<file path="config.mk">
export PLATFORM = sky130hd
export DESIGN_NAME = tile_read_sched
export DESIGN_NICKNAME = d
export VERILOG_FILES = /design/src/rtl/tile_read_sched.sv
export SDC_FILE = /design/constraint.sdc
export NUM_CORES = 1
export LEC_CHECK = 0
export CAP_MARGIN = 0
export CORE_ASPECT_RATIO = 0.9
export CORE_MARGIN = 2
export CORE_UTILIZATION = 52
export CTS_CLUSTER_SIZE = 40
export DETAILED_ROUTE_END_ITERATION = 10
export PLACE_DENSITY_LB_ADDON = 0.15
export SYNTH_ARGS = -nofsm -noshare
export SYNTH_HDL_FRONTEND = slang
export SYNTH_SLANG_ARGS = --single-unit
</file>
<file path="constraint.sdc">
create_clock -name i_clk -period 2.7 [get_ports i_clk]
set_clock_uncertainty 0.05 [all_clocks]
set_input_delay 0.54 -clock i_clk [delete_from_list [all_inputs] [get_ports i_clk]]
set_output_delay 0.54 -clock i_clk [all_outputs]
set_load 0.01 [all_outputs]
</file>
<file path="src/rtl/tile_read_sched.sv">
// Tile read sequencer: steps one tile reader through a multi-tile job
// (clear, wait for router, read, advance base address by stride mod buffer depth).
module tile_read_sched #(
    parameter  int BUF_DEPTH  = 64,
    parameter  int MAX_TILES  = 16,
    localparam int ADDR_WIDTH = $clog2(BUF_DEPTH),
    localparam int TILE_WIDTH = $clog2(MAX_TILES + 1)
) (
    input  logic                  i_clk,
    input  logic                  i_rst,
    input  logic                  i_start,
    input  logic                  i_abort,
    input  logic [ADDR_WIDTH-1:0] i_base_addr,
    input  logic [ADDR_WIDTH-1:0] i_tile_len,
    input  logic [ADDR_WIDTH-1:0] i_tile_stride,
    input  logic [TILE_WIDTH-1:0] i_num_tiles,
    input  logic                  i_route_ready,
    input  logic                  i_read_done,
    output logic                  o_read_en,
    output logic                  o_reg_clear,
    output logic [ADDR_WIDTH-1:0] o_start_addr,
    output logic [ADDR_WIDTH-1:0] o_addr_end,
    output logic [TILE_WIDTH-1:0] o_tile_idx,
    output logic                  o_tile_start,
    output logic                  o_busy,
    output logic                  o_done
);

    typedef enum logic [2:0] {
        ST_IDLE,
        ST_CLEAR,
        ST_WAIT_RDY,
        ST_READ,
        ST_NEXT,
        ST_DONE
    } state_e;

    state_e                state_q;
    logic [ADDR_WIDTH-1:0] cur_addr_q;
    logic [ADDR_WIDTH-1:0] cur_addr_d;
    logic [ADDR_WIDTH-1:0] len_q;
    logic [ADDR_WIDTH-1:0] stride_q;
    logic [TILE_WIDTH-1:0] num_tiles_q;
    logic [TILE_WIDTH-1:0] num_tiles_d;
    logic [TILE_WIDTH-1:0] tile_idx_q;
    logic                  last_tile;

    logic read_en_q;
    logic reg_clear_q;
    logic tile_start_q;
    logic busy_q;
    logic done_q;

    // Base address wraps mod BUF_DEPTH simply by truncation to ADDR_WIDTH.
    assign cur_addr_d  = cur_addr_q + stride_q;
    assign num_tiles_d = (i_num_tiles > TILE_WIDTH'(MAX_TILES)) ? TILE_WIDTH'(MAX_TILES)
                                                                : i_num_tiles;
    assign last_tile   = (tile_idx_q == num_tiles_q - TILE_WIDTH'(1));

    // NOTE: outputs are flops written together with the state transition, so
    // each one already holds the value for the state being entered (pure Moore,
    // no decode glitches); non-blocking assignments keep every flop sampling
    // pre-edge values regardless of statement order.
    always_ff @(posedge i_clk) begin
        if (i_rst) begin
            state_q      <= ST_IDLE;
            cur_addr_q   <= '0;
            len_q        <= '0;
            stride_q     <= '0;
            num_tiles_q  <= '0;
            tile_idx_q   <= '0;
            read_en_q    <= 1'b0;
            reg_clear_q  <= 1'b0;
            tile_start_q <= 1'b0;
            busy_q       <= 1'b0;
            done_q       <= 1'b0;
        end else begin
            read_en_q    <= 1'b0;
            reg_clear_q  <= 1'b0;
            tile_start_q <= 1'b0;
            done_q       <= 1'b0;

            if (state_q != ST_IDLE && i_abort) begin
                state_q     <= ST_IDLE;
                reg_clear_q <= 1'b1;
                busy_q      <= 1'b0;
            end else begin
                case (state_q)
                    ST_IDLE: begin
                        busy_q <= i_start;
                        if (i_start) begin
                            cur_addr_q  <= i_base_addr;
                            len_q       <= i_tile_len;
                            stride_q    <= i_tile_stride;
                            num_tiles_q <= num_tiles_d;
                            tile_idx_q  <= '0;
                            reg_clear_q <= 1'b1;
                            if (num_tiles_d == '0) begin
                                state_q <= ST_DONE;
                                done_q  <= 1'b1;
                            end else begin
                                state_q <= ST_CLEAR;
                            end
                        end
                    end
                    ST_CLEAR: begin
                        state_q <= ST_WAIT_RDY;
                    end
                    ST_WAIT_RDY: begin
                        if (i_route_ready) begin
                            state_q      <= ST_READ;
                            read_en_q    <= 1'b1;
                            tile_start_q <= 1'b1;
                        end
                    end
                    ST_READ: begin
                        // A done flag from the previous tile cannot reach here:
                        // every READ is preceded by a CLEAR.
                        if (i_read_done) begin
                            if (last_tile) begin
                                state_q     <= ST_DONE;
                                done_q      <= 1'b1;
                                reg_clear_q <= 1'b1;
                            end else begin
                                state_q <= ST_NEXT;
                            end
                        end else begin
                            read_en_q <= 1'b1;
                        end
                    end
                    ST_NEXT: begin
                        cur_addr_q  <= cur_addr_d;
                        tile_idx_q  <= tile_idx_q + TILE_WIDTH'(1);
                        state_q     <= ST_CLEAR;
                        reg_clear_q <= 1'b1;
                    end
                    ST_DONE: begin
                        state_q <= ST_IDLE;
                        busy_q  <= 1'b0;
                    end
                    default: begin
                        state_q <= ST_IDLE;
                        busy_q  <= 1'b0;
                    end
                endcase
            end
        end
    end

    assign o_read_en    = read_en_q;
    assign o_reg_clear  = reg_clear_q;
    assign o_start_addr = cur_addr_q;
    assign o_addr_end   = len_q;
    assign o_tile_idx   = tile_idx_q;
    assign o_tile_start = tile_start_q;
    assign o_busy       = busy_q;
    assign o_done       = done_q;

endmodule

</file>
Word-level counts from Yosys, hierarchy flattened
Cells that the tools add are included.
{"block": "op_classes", "n_addsub": 3, "n_lt_le_gt_ge": 1, "eq_ne": 8, "n_mux": 23, "bitwise_logic": 2, "reduce_logical": 11}
{"cell": "case mux 3 bit (5 select lines)", "n": 1}
{"cell": "two-way mux 3 bit", "n": 4}
{"cell": "case mux 6 bit (2 select lines)", "n": 1}
{"cell": "two-way mux 5 bit", "n": 2}
{"cell": "case mux 5 bit (2 select lines)", "n": 1}
{"cell": "two-way mux 1 bit", "n": 9}
{"cell": "AND reduction 3 bit", "n": 3}
{"cell": "adder 6 bit", "n": 1}
{"cell": "equality test 3 x 2 -> 1 bit (second input constant)", "n": 2}
{"cell": "two-way mux 6 bit", "n": 1}
{"cell": "inequality test 2 bit (second input constant)", "n": 3}
{"cell": "case mux 1 bit (2 select lines)", "n": 3}
{"cell": "adder 5 x 1 -> 5 bit (second input constant)", "n": 1}
{"cell": "equality test 5 bit", "n": 1}
{"cell": "> comparator 5 bit (second input constant)", "n": 1}
{"cell": "logical NOT 5 bit", "n": 1}
{"cell": "subtractor 5 x 1 -> 5 bit (second input constant)", "n": 1}
{"cell": "OR reduction 4 bit", "n": 1}
{"cell": "equality test 3 x 1 -> 1 bit (second input constant)", "n": 1}
{"cell": "equality test 3 bit (second input constant)", "n": 1}
{"cell": "logical NOT 3 bit", "n": 1}
{"cell": "case mux 1 bit (3 select lines)", "n": 1}
{"cell": "nonzero test 3 bit", "n": 1}
{"cell": "OR reduction 3 bit", "n": 1}
{"cell": "4 further kinds", "n": 5}
{"block": "totals", "reg_bits": 36, "input_bits": 29, "output_inout_bits": 22, "elab_cells": 59}

Depth between registers and ports, before layout
Gate-level depths: netlist of run 1.
{"block": "depth", "ltp_word": 6, "depth_mapped": 8, "ltp_nobuf": 8}

Least setup slack after synthesis of run 1
Ideal clock, no wire load.
{"block": "synth_path", "path_type": "reg-to-reg", "startpoint": "register cur_addr_q[0], in the netlist o_start_addr[0]", "endpoint": "register cur_addr_q[4], in the netlist o_start_addr[4]", "t_arrival_ns": 1.728, "path_slack_ns": 0.831, "path_stages_with_launch": 9, "synth_period_minus_slack_ns": 1.869, "cell_sequence": "dfxtp_1 > ha_1 > inv_1 > fa_1 > nor2b_1 > o21ai_0 > a211oi_1 > nor2_1 > a311oi_1"}
{"block": "synth_between", "elab_chain_cells": 2}
{"item": "start: declaration", "line": "39", "rtl": "logic [ADDR_WIDTH-1:0] cur_addr_q;"}
{"item": "start signal: assignment", "line": "92", "rtl": "cur_addr_q <= i_base_addr;"}
{"item": "start signal: assignment", "line": "132", "rtl": "cur_addr_q <= cur_addr_d;"}
{"item": "adder 6 bit", "line": "55", "rtl": "assign cur_addr_d = cur_addr_q + stride_q;"}
{"item": "case mux 6 bit (2 select lines)", "line": "88", "rtl": "case (state_q)"}
Every way passes these cells.
A chain may end at the register's enable or synchronous reset.

Worst setup path after layout of run 1
{"block": "layout_path", "startpoint": "register state_q[2]", "endpoint": "register cur_addr_q[3], in the netlist o_start_addr[3]"}
{"block": "layout_between", "elab_chain_cells": 4}
{"item": "start: declaration", "line": "38", "rtl": "state_e state_q;"}
{"item": "start signal: assignment", "line": "66", "rtl": "state_q <= ST_IDLE;"}
{"item": "start signal: assignment", "line": "84", "rtl": "state_q <= ST_IDLE;"}
{"item": "start signal: assignment", "line": "99", "rtl": "state_q <= ST_DONE;"}
{"item": "branches (longest 4 deep; another with equality test 3 bit)"}
Several ways; the timed one is not identified.

==> summary.md, run 1 <==
| Metric | Value |
|---|---|
| Hold EP | `o_addr_end[0]` |
| Initial antenna violation count | `0` |
| Worst-margin pin slew | `610.3 ps` |
| Hold Crit Class | `reg -> reg` |
| Max Slew Vio Count | `0` |
| Number of distinct library cells after synthesis | `50` |
| Setup_tns | `0 ps` |
| PortBufs | `50` |
| Clk slew on worst S/H paths | `70 ps` |
| Startpoint Class | `register` |
| Boundary Pins | `51` |
| Ys Warns | `0` |
| Max-Cap Viols | `0` |
| Core Util, Final | `0.7221` |
| Minimum clock period | `2032 ps` |
| # diodes | `0` |
| Routed Antenna Nets | `0` |
| WL/cell | `13.82 µm` |
| Post-route DRC | `0` |
| GR Overflow Total | `0` |
| Clock Tree Buf Depth | `2` |
| Chip height | `61.47 µm` |
| WHS Path Cells | `2` |
| Vias in the first global route | `1506` |
| Mapped Cells | `226` |
| EDFF count, synth | `0` |
| Starting density of the core | `0.5525` |
| Crit-path max FO | `16` |
| Clk pwr share | `0.275` |
| Die area | `0.004170 mm²` |
| CTS Sinks | `36` |
| Cell area after synthesis | `0.001908 mm²` |
| Synth area leader | `dfxtp_1` |
| Global-route wire length before repair | `7.003 mm` |
| Kind of critical path | `reg -> reg` |
| Sequential area share after synthesis | `0.3777` |
| Core area | `0.003453 mm²` |
| H-tree Lvls | `2` |
| Dpl hpwl | `3.045 mm` |
| Avg Inst Size Synth | `8.443 µm²` |
| Logic pwr share | `0.282` |
| Post-synthesis register bit count | `36` |
| CTS tree | `yes` |
| R2R cell count | `3` |
| Max Freq | `492.1 MHz` |
| Later-pin clock latency in the skew report | `290 ps` |
| Fillers | `303` |
| Final WL | `4.410 mm` |
| Chip width | `67.85 µm` |
| Layout cells sized above 1 | `0.06545` |
| Switching Share | `0.3080` |
| Relative slew slack | `0.5926` |
| Initial DRC Count | `176` |
| Origin of the worst min-delay path | `o_addr_end[0]` |
| Total vias in the final route | `1777` |
| Tcrit/Tclk final | `0.7526` |
| Reg power frac | `0.443` |
| Total power | `1435 µW` |
| Pint | `992.8 µW` |
| Final setup viols | `0` |
| Status | `finished clean` |
| FP Rows | `20` |
| Post-CTS Hold Fix Bufs | `0` |
| Dominant cells by area after synthesis | `dfxtp_1, nand2_1, a21oi_1` |
| Endpoint class of the critical path | `register` |
| Power per cell area | `575.3 mW/mm²` |
| R2R setup slack | `670 ps` |
| Reg-to-reg startpoint | `state_q[2]` |
| Main synth FF type | `dfxtp_1` |
| Worst vdd ir | `0.0003694 V` |
| Syn nets | `263` |
| Clock root cell | `clkbuf_8` |
| Worst path arrival time | `2190 ps` |
| Num CTS Buffers | `5` |
| Crit path launch | `state_q[2]` |
| Count leader, synth | `nand2_1` |
| RSZ-0062 raised after global routing | `no` |
| WP data required | `2860 ps` |
| Post-CTS sizing | `0` |
| Pin count of the biggest net entering global routing | `30` |
| Most instantiated cells after synthesis | `nand2_1, dfxtp_1, a21oi_1` |
| GRT Total Usage | `0.2282` |
| RD Place Congestion | `0.8464` |
| Routed vias/inst | `5.571` |
| R2r endpoint | `o_start_addr[3]` |
| Post-synth top area share | `0.3777` |
| P_sw | `441.9 µW` |
| Final Hold Viols | `0` |
| First-pass DRT Iterations | `4` |
| Area growth syn-to-layout | `30.69%` |
| NumNets Final | `311` |
| Ys async rst share | `0` |
| Post-CTS Setup Bufs | `0` |
| Leakage | `0.0009175 µW` |
## flip-flops by register name, summed over array words and instances, names as in the netlist, 3 cells and up
name and flops:
o_addr_end 6, o_start_addr 6, stride_q 6, num_tiles_q 5, o_tile_idx 5, state_q 3
## cells by family (layout without fill, tap and decap cells)
| kind of cell | after synthesis | in the layout | synth area share |
|---|---|---|---|
| muxes | 2 | 2 | 0.01049 |
| AOI/OAI and AO/OA | 53 | 53 | 0.1889 |
| buffers and inverters | 22 | 71 | 0.06491 |
| DFF | 36 | 36 | 0.3777 |
| adders and majority gates | 8 | 8 | 0.05639 |
| and+or+nand+nor | 96 | 96 | 0.2603 |
| xor gates and xnor gates | 9 | 9 | 0.04131 |
## through the flow
step,setup slack [ps],instance area [µm²],hold WS (ps),instances
6_report,667.9,2494,403.5,319
3_3_place_gp,459.5,2404,392.9,311
3_5_place_dp,399.2,2404,398.5,311
4_1_cts,667.7,2494,407.2,319
2_1_floorplan,830.6,1908,390.0,226
5_1_grt,460.7,2494,428.2,319
## per-layer routing
metal	wire (µm)	global-route usage	vias up
li1	-	-	890
met1	2260	0.3205	830
met2	1874	0.3459	53
met3	231	0.04388	4
met4	43	0.09429	0
met5	0	0	-
## area by class of cell
cell class              count  area (µm²)  area share
multi-input cells         168        1064      0.4265
flip-flops and latches     36       720.7      0.2890
repair buffers             54       530.5      0.2127
clock buffers               8       90.09     0.03613
well taps                  44       55.05     0.02208
inverters                   9       33.78     0.01355
## placed cells by master, fill, tap and decap left out, types with 3 or more instances in the layout
cell	n
a211oi_1	4
a21oi_1	23
and3b_1	3
buf_4	4
clkbuf_8	6
clkdlybuf4s50_1	50
dfxtp_1	36
ha_1	7
inv_1	9
nand2_1	39
nand3_1	3
nand3b_1	4
nand4_1	3
nor2_1	13
nor2b_1	5
nor3_1	6
nor3b_1	3
nor4_1	3
o21ai_0	8
xnor2_1	5
xor2_1	4
## how the worst max path moves through the flow
stage	end	cells past startpoint	slack, ps
finish	o_start_addr[3]	3	670
CTS	o_start_addr[4]	8	670
global placement	o_start_addr[5]	7	460
floorplan	o_start_addr[4]	8	830
detailed placement	o_tile_idx[3]	7	400
global route	o_start_addr[4]	8	460
## critical path, cell delays in order (launching register included)
cell and delay [ps]:
dfxtp_1 710, or3b_4 540, or3_1 420, a311oi_2 230
## power by group through the flow
stage          clock network (µW)  registers, µW  logic [µW]
2_1_floorplan                   0            637         258
3_3_place_gp                    0            645         394
3_5_place_dp                    0            647         402
4_1_cts                       398            635         405
5_1_grt                       414            644         447
6_report                      394            636         405
No activity file was read; power rests on OpenSTA's default activity.
==> run 2: changes to the inputs <==
--- a/config.mk
+++ b/config.mk
@@ -8,7 +8,7 @@
 export CAP_MARGIN = 0
 export CORE_ASPECT_RATIO = 0.9
 export CORE_MARGIN = 2
-export CORE_UTILIZATION = 52
+export CORE_UTILIZATION = 48
 export CTS_CLUSTER_SIZE = 40
 export DETAILED_ROUTE_END_ITERATION = 10
 export PLACE_DENSITY_LB_ADDON = 0.15
==> constraint.sdc (replaced) <==
create_clock -name i_clk -period 2 [get_ports i_clk]
set_clock_uncertainty 0.05 [all_clocks]
set_input_delay 0.4 -clock i_clk [delete_from_list [all_inputs] [get_ports i_clk]]
set_output_delay 0.4 -clock i_clk [all_outputs]
set_load 0.01 [all_outputs]
==> summary.md, run 2 (same netlist as run 1, synthesis figures left out) <==
| Metric | Value |
|---|---|
| Status | `finished clean` |
| Slowest stage delay, CP | `450 ps (-260 ps)` |
| Total power | `2039 µW (+42%)` |
| Post-route DRC | `0 (unchanged)` |
| Startpoint Class | `register` |
| R2R cell count | `7 (+4)` |
| Worst hold slack | `405.2 ps (+1.618 ps)` |
| Core Util, Final | `0.7153 (-0.006816)` |
| Die area | `0.004496 mm² (+7.8%)` |
| Area growth syn-to-layout | `40.85%` |
| Switching Share | `0.3026 (-0.005373)` |
| H-tree Lvls | `2 (unchanged)` |
| P_sw | `617.1 µW (+40%)` |
| Initial DRC Count | `125 (-29%)` |
| Minimum clock period | `1921 ps (-110.6 ps)` |
| Later-pin clock latency in the skew report | `290 ps (about the same)` |
| WHS Path Cells | `2 (unchanged)` |
| Clock Tree Buf Depth | `2 (unchanged)` |
| Initial antenna violation count | `0 (unchanged)` |
| Leakage | `0.001011 µW (+10%)` |
| Reg-to-reg startpoint | `o_start_addr[4]` |
| Kind of critical path | `reg -> reg` |
| Max-Cap Viols | `0 (unchanged)` |
| Routed vias/inst | `5.496 (-1.3%)` |
| Endpoint class of the critical path | `register` |
| Crit path launch | `o_start_addr[4]` |
| Power per cell area | `758.8 mW/mm² (+32%)` |
| Boundary Pins | `51 (unchanged)` |
| Num CTS Buffers | `5 (unchanged)` |
| Worst path arrival time | `2040 ps (-150 ps)` |
| Global-route wire length before repair | `7.762 mm (+11%)` |
| Vias in the first global route | `1669 (+11%)` |
| Final Hold Viols | `0 (unchanged)` |
| Most common cell after layout, fill and taps aside | `clkdlybuf4s50_1` |
| Clock root cell | `clkbuf_8` |
| Buf+Inv Stages, Crit Path | `1 (+1)` |
| Tcrit/Tclk final | `0.9607 (+0.2081)` |
| FP Rows | `21 (+5.0%)` |
| Max Slew Vio Count | `0 (unchanged)` |
| Pin count of the biggest net entering global routing | `30 (unchanged)` |
| Worst-margin pin slew | `535.3 ps (-74.98 ps)` |
| First-pass DRT Iterations | `4 (unchanged)` |
| Core area | `0.003757 mm² (+8.8%)` |
| Reg power frac | `0.414 (-0.029)` |
| # diodes | `0 (unchanged)` |
| Dpl hpwl | `3.377 mm (+11%)` |
| Crit path max-delay family | `simple AND/OR/NAND/NOR gates` |
| Crit-path max FO | `2 (-14)` |
| Area of the multi-input gates | `0.001117 mm² (+5.1%)` |
| WP data required | `2120 ps (-740 ps)` |
| Chip height | `63.82 µm (+3.8%)` |
| Hold Crit Class | `reg -> reg` |
| RD Place Congestion | `0.8116 (-4.1%)` |
| Final setup viols | `0 (unchanged)` |
| CP max stage cell | `or3b_2` |
| Fillers | `315 (+4.0%)` |
| NumNets Final | `327 (+5.1%)` |
| Pint | `1422 µW (+43%)` |
| Sequential cell area | `725.7 µm² (+0.69%)` |
| Final WL | `4.748 mm (+7.7%)` |
| Chip width | `70.46 µm (+3.8%)` |
| Relative slew slack | `0.6418 (+0.04923)` |
| WL/cell | `14.09 µm (+1.9%)` |
| Routed Antenna Nets | `0 (unchanged)` |
| Cell chain of the critical path | `ha_1 -> nor2b_4 -> or3b_2 -> o311ai_2 -> buf_4 -> mux2i_1 -> a31oi_1` |
| PortBufs | `50 (unchanged)` |
| GR Overflow Total | `0 (unchanged)` |
| Logic pwr share | `0.328 (+0.046)` |
| CTS tree | `yes` |
| GRT Total Usage | `0.2208 (-0.007324)` |
| CTS Sinks | `36 (unchanged)` |
| Clk pwr share | `0.259 (-0.016)` |
| WP depth | `7 (+4)` |
| Origin of the worst min-delay path | `o_addr_end[5]` |
| Max Freq | `520.4 MHz (+5.8%)` |
| Starting density of the core | `0.5078 (-0.04471)` |
| Clk slew on worst S/H paths | `70 ps (about the same)` |
| Commonest non-fill, non-tap cells in the layout | `clkdlybuf4s50_1, nand2_1, dfxtp_1` |
| Worst vdd ir | `0.0006141 V (+66%)` |
| Total vias in the final route | `1852 (+4.2%)` |
| Layout cells sized above 1 | `0.1615 (+0.09606)` |
## run 2: cell types whose count changed in the layout (fill, tap and decap cells not counted), sizes merged
cell	change
buf	+16
## run 2: per-stage QoR
step / std cells / setup TNS (ps) / setup WS [ps] / instance area (µm²)
6_report: 337 / 0 / 78.50 / 2688
5_1_grt: 337 / -33.61 / -33.61 / 2688
3_5_place_dp: 329 / -95.42 / -54.46 / 2539
3_3_place_gp: 329 / -6.433 / -5.782 / 2539
4_1_cts: 337 / 0 / 3.557 / 2634
2_1_floorplan: 226 / 0 / 130.6 / 1908
## run 2: routing by layer
layer / GRT usage / vias to the layer above / wire, µm
met2: 0.3149 / 58 / 2100
li1: - / 924 / -
met4: 0.06490 / 0 / 40
met1: 0.3195 / 866 / 2362
met5: 0 / - / 0
met3: 0.06782 / 4 / 244
## run 2: what timing repair did
action                     CTS  global route
resized for setup            1            17
setup endpoints to repair    1             4
pin swaps                    0             3
hold buffers                 0             0
buffers inserted             0             0
## run 2: area by class of cell
cell class	count	area share
inverter	9	0.01257
sequential	36	0.2700
tap	46	0.02142
multi-input combinational	168	0.4157
timing repair buffer	70	0.2467
clock buffer	8	0.03352
## run 2: path summary, 6_finish.rpt
| kind | end | slack, ps |
|---|---|---|
| setup reg to reg | o_start_addr[5] | 80 |
| hold / removal | o_addr_end[5] | 410 |
| setup / recovery | o_start_addr[5] | 80 |
| hold reg to reg | o_addr_end[5] | 410 |
## run 2: power by group through the flow
stage / logic, µW / registers, µW / clock network [µW]
6_report: 668 / 844 / 527
3_5_place_dp: 640 / 851 / 0
5_1_grt: 736 / 850 / 583
3_3_place_gp: 628 / 849 / 0
4_1_cts: 646 / 835 / 538
2_1_floorplan: 348 / 860 / 0
## run 2: worst register-to-register path, stage by stage (launching register included)
cell and delay, ps:
dfxtp_2 330, ha_1 300, nor2b_4 140, or3b_2 460, o311ai_2 90, buf_4 160, mux2i_1 180, a31oi_1 90
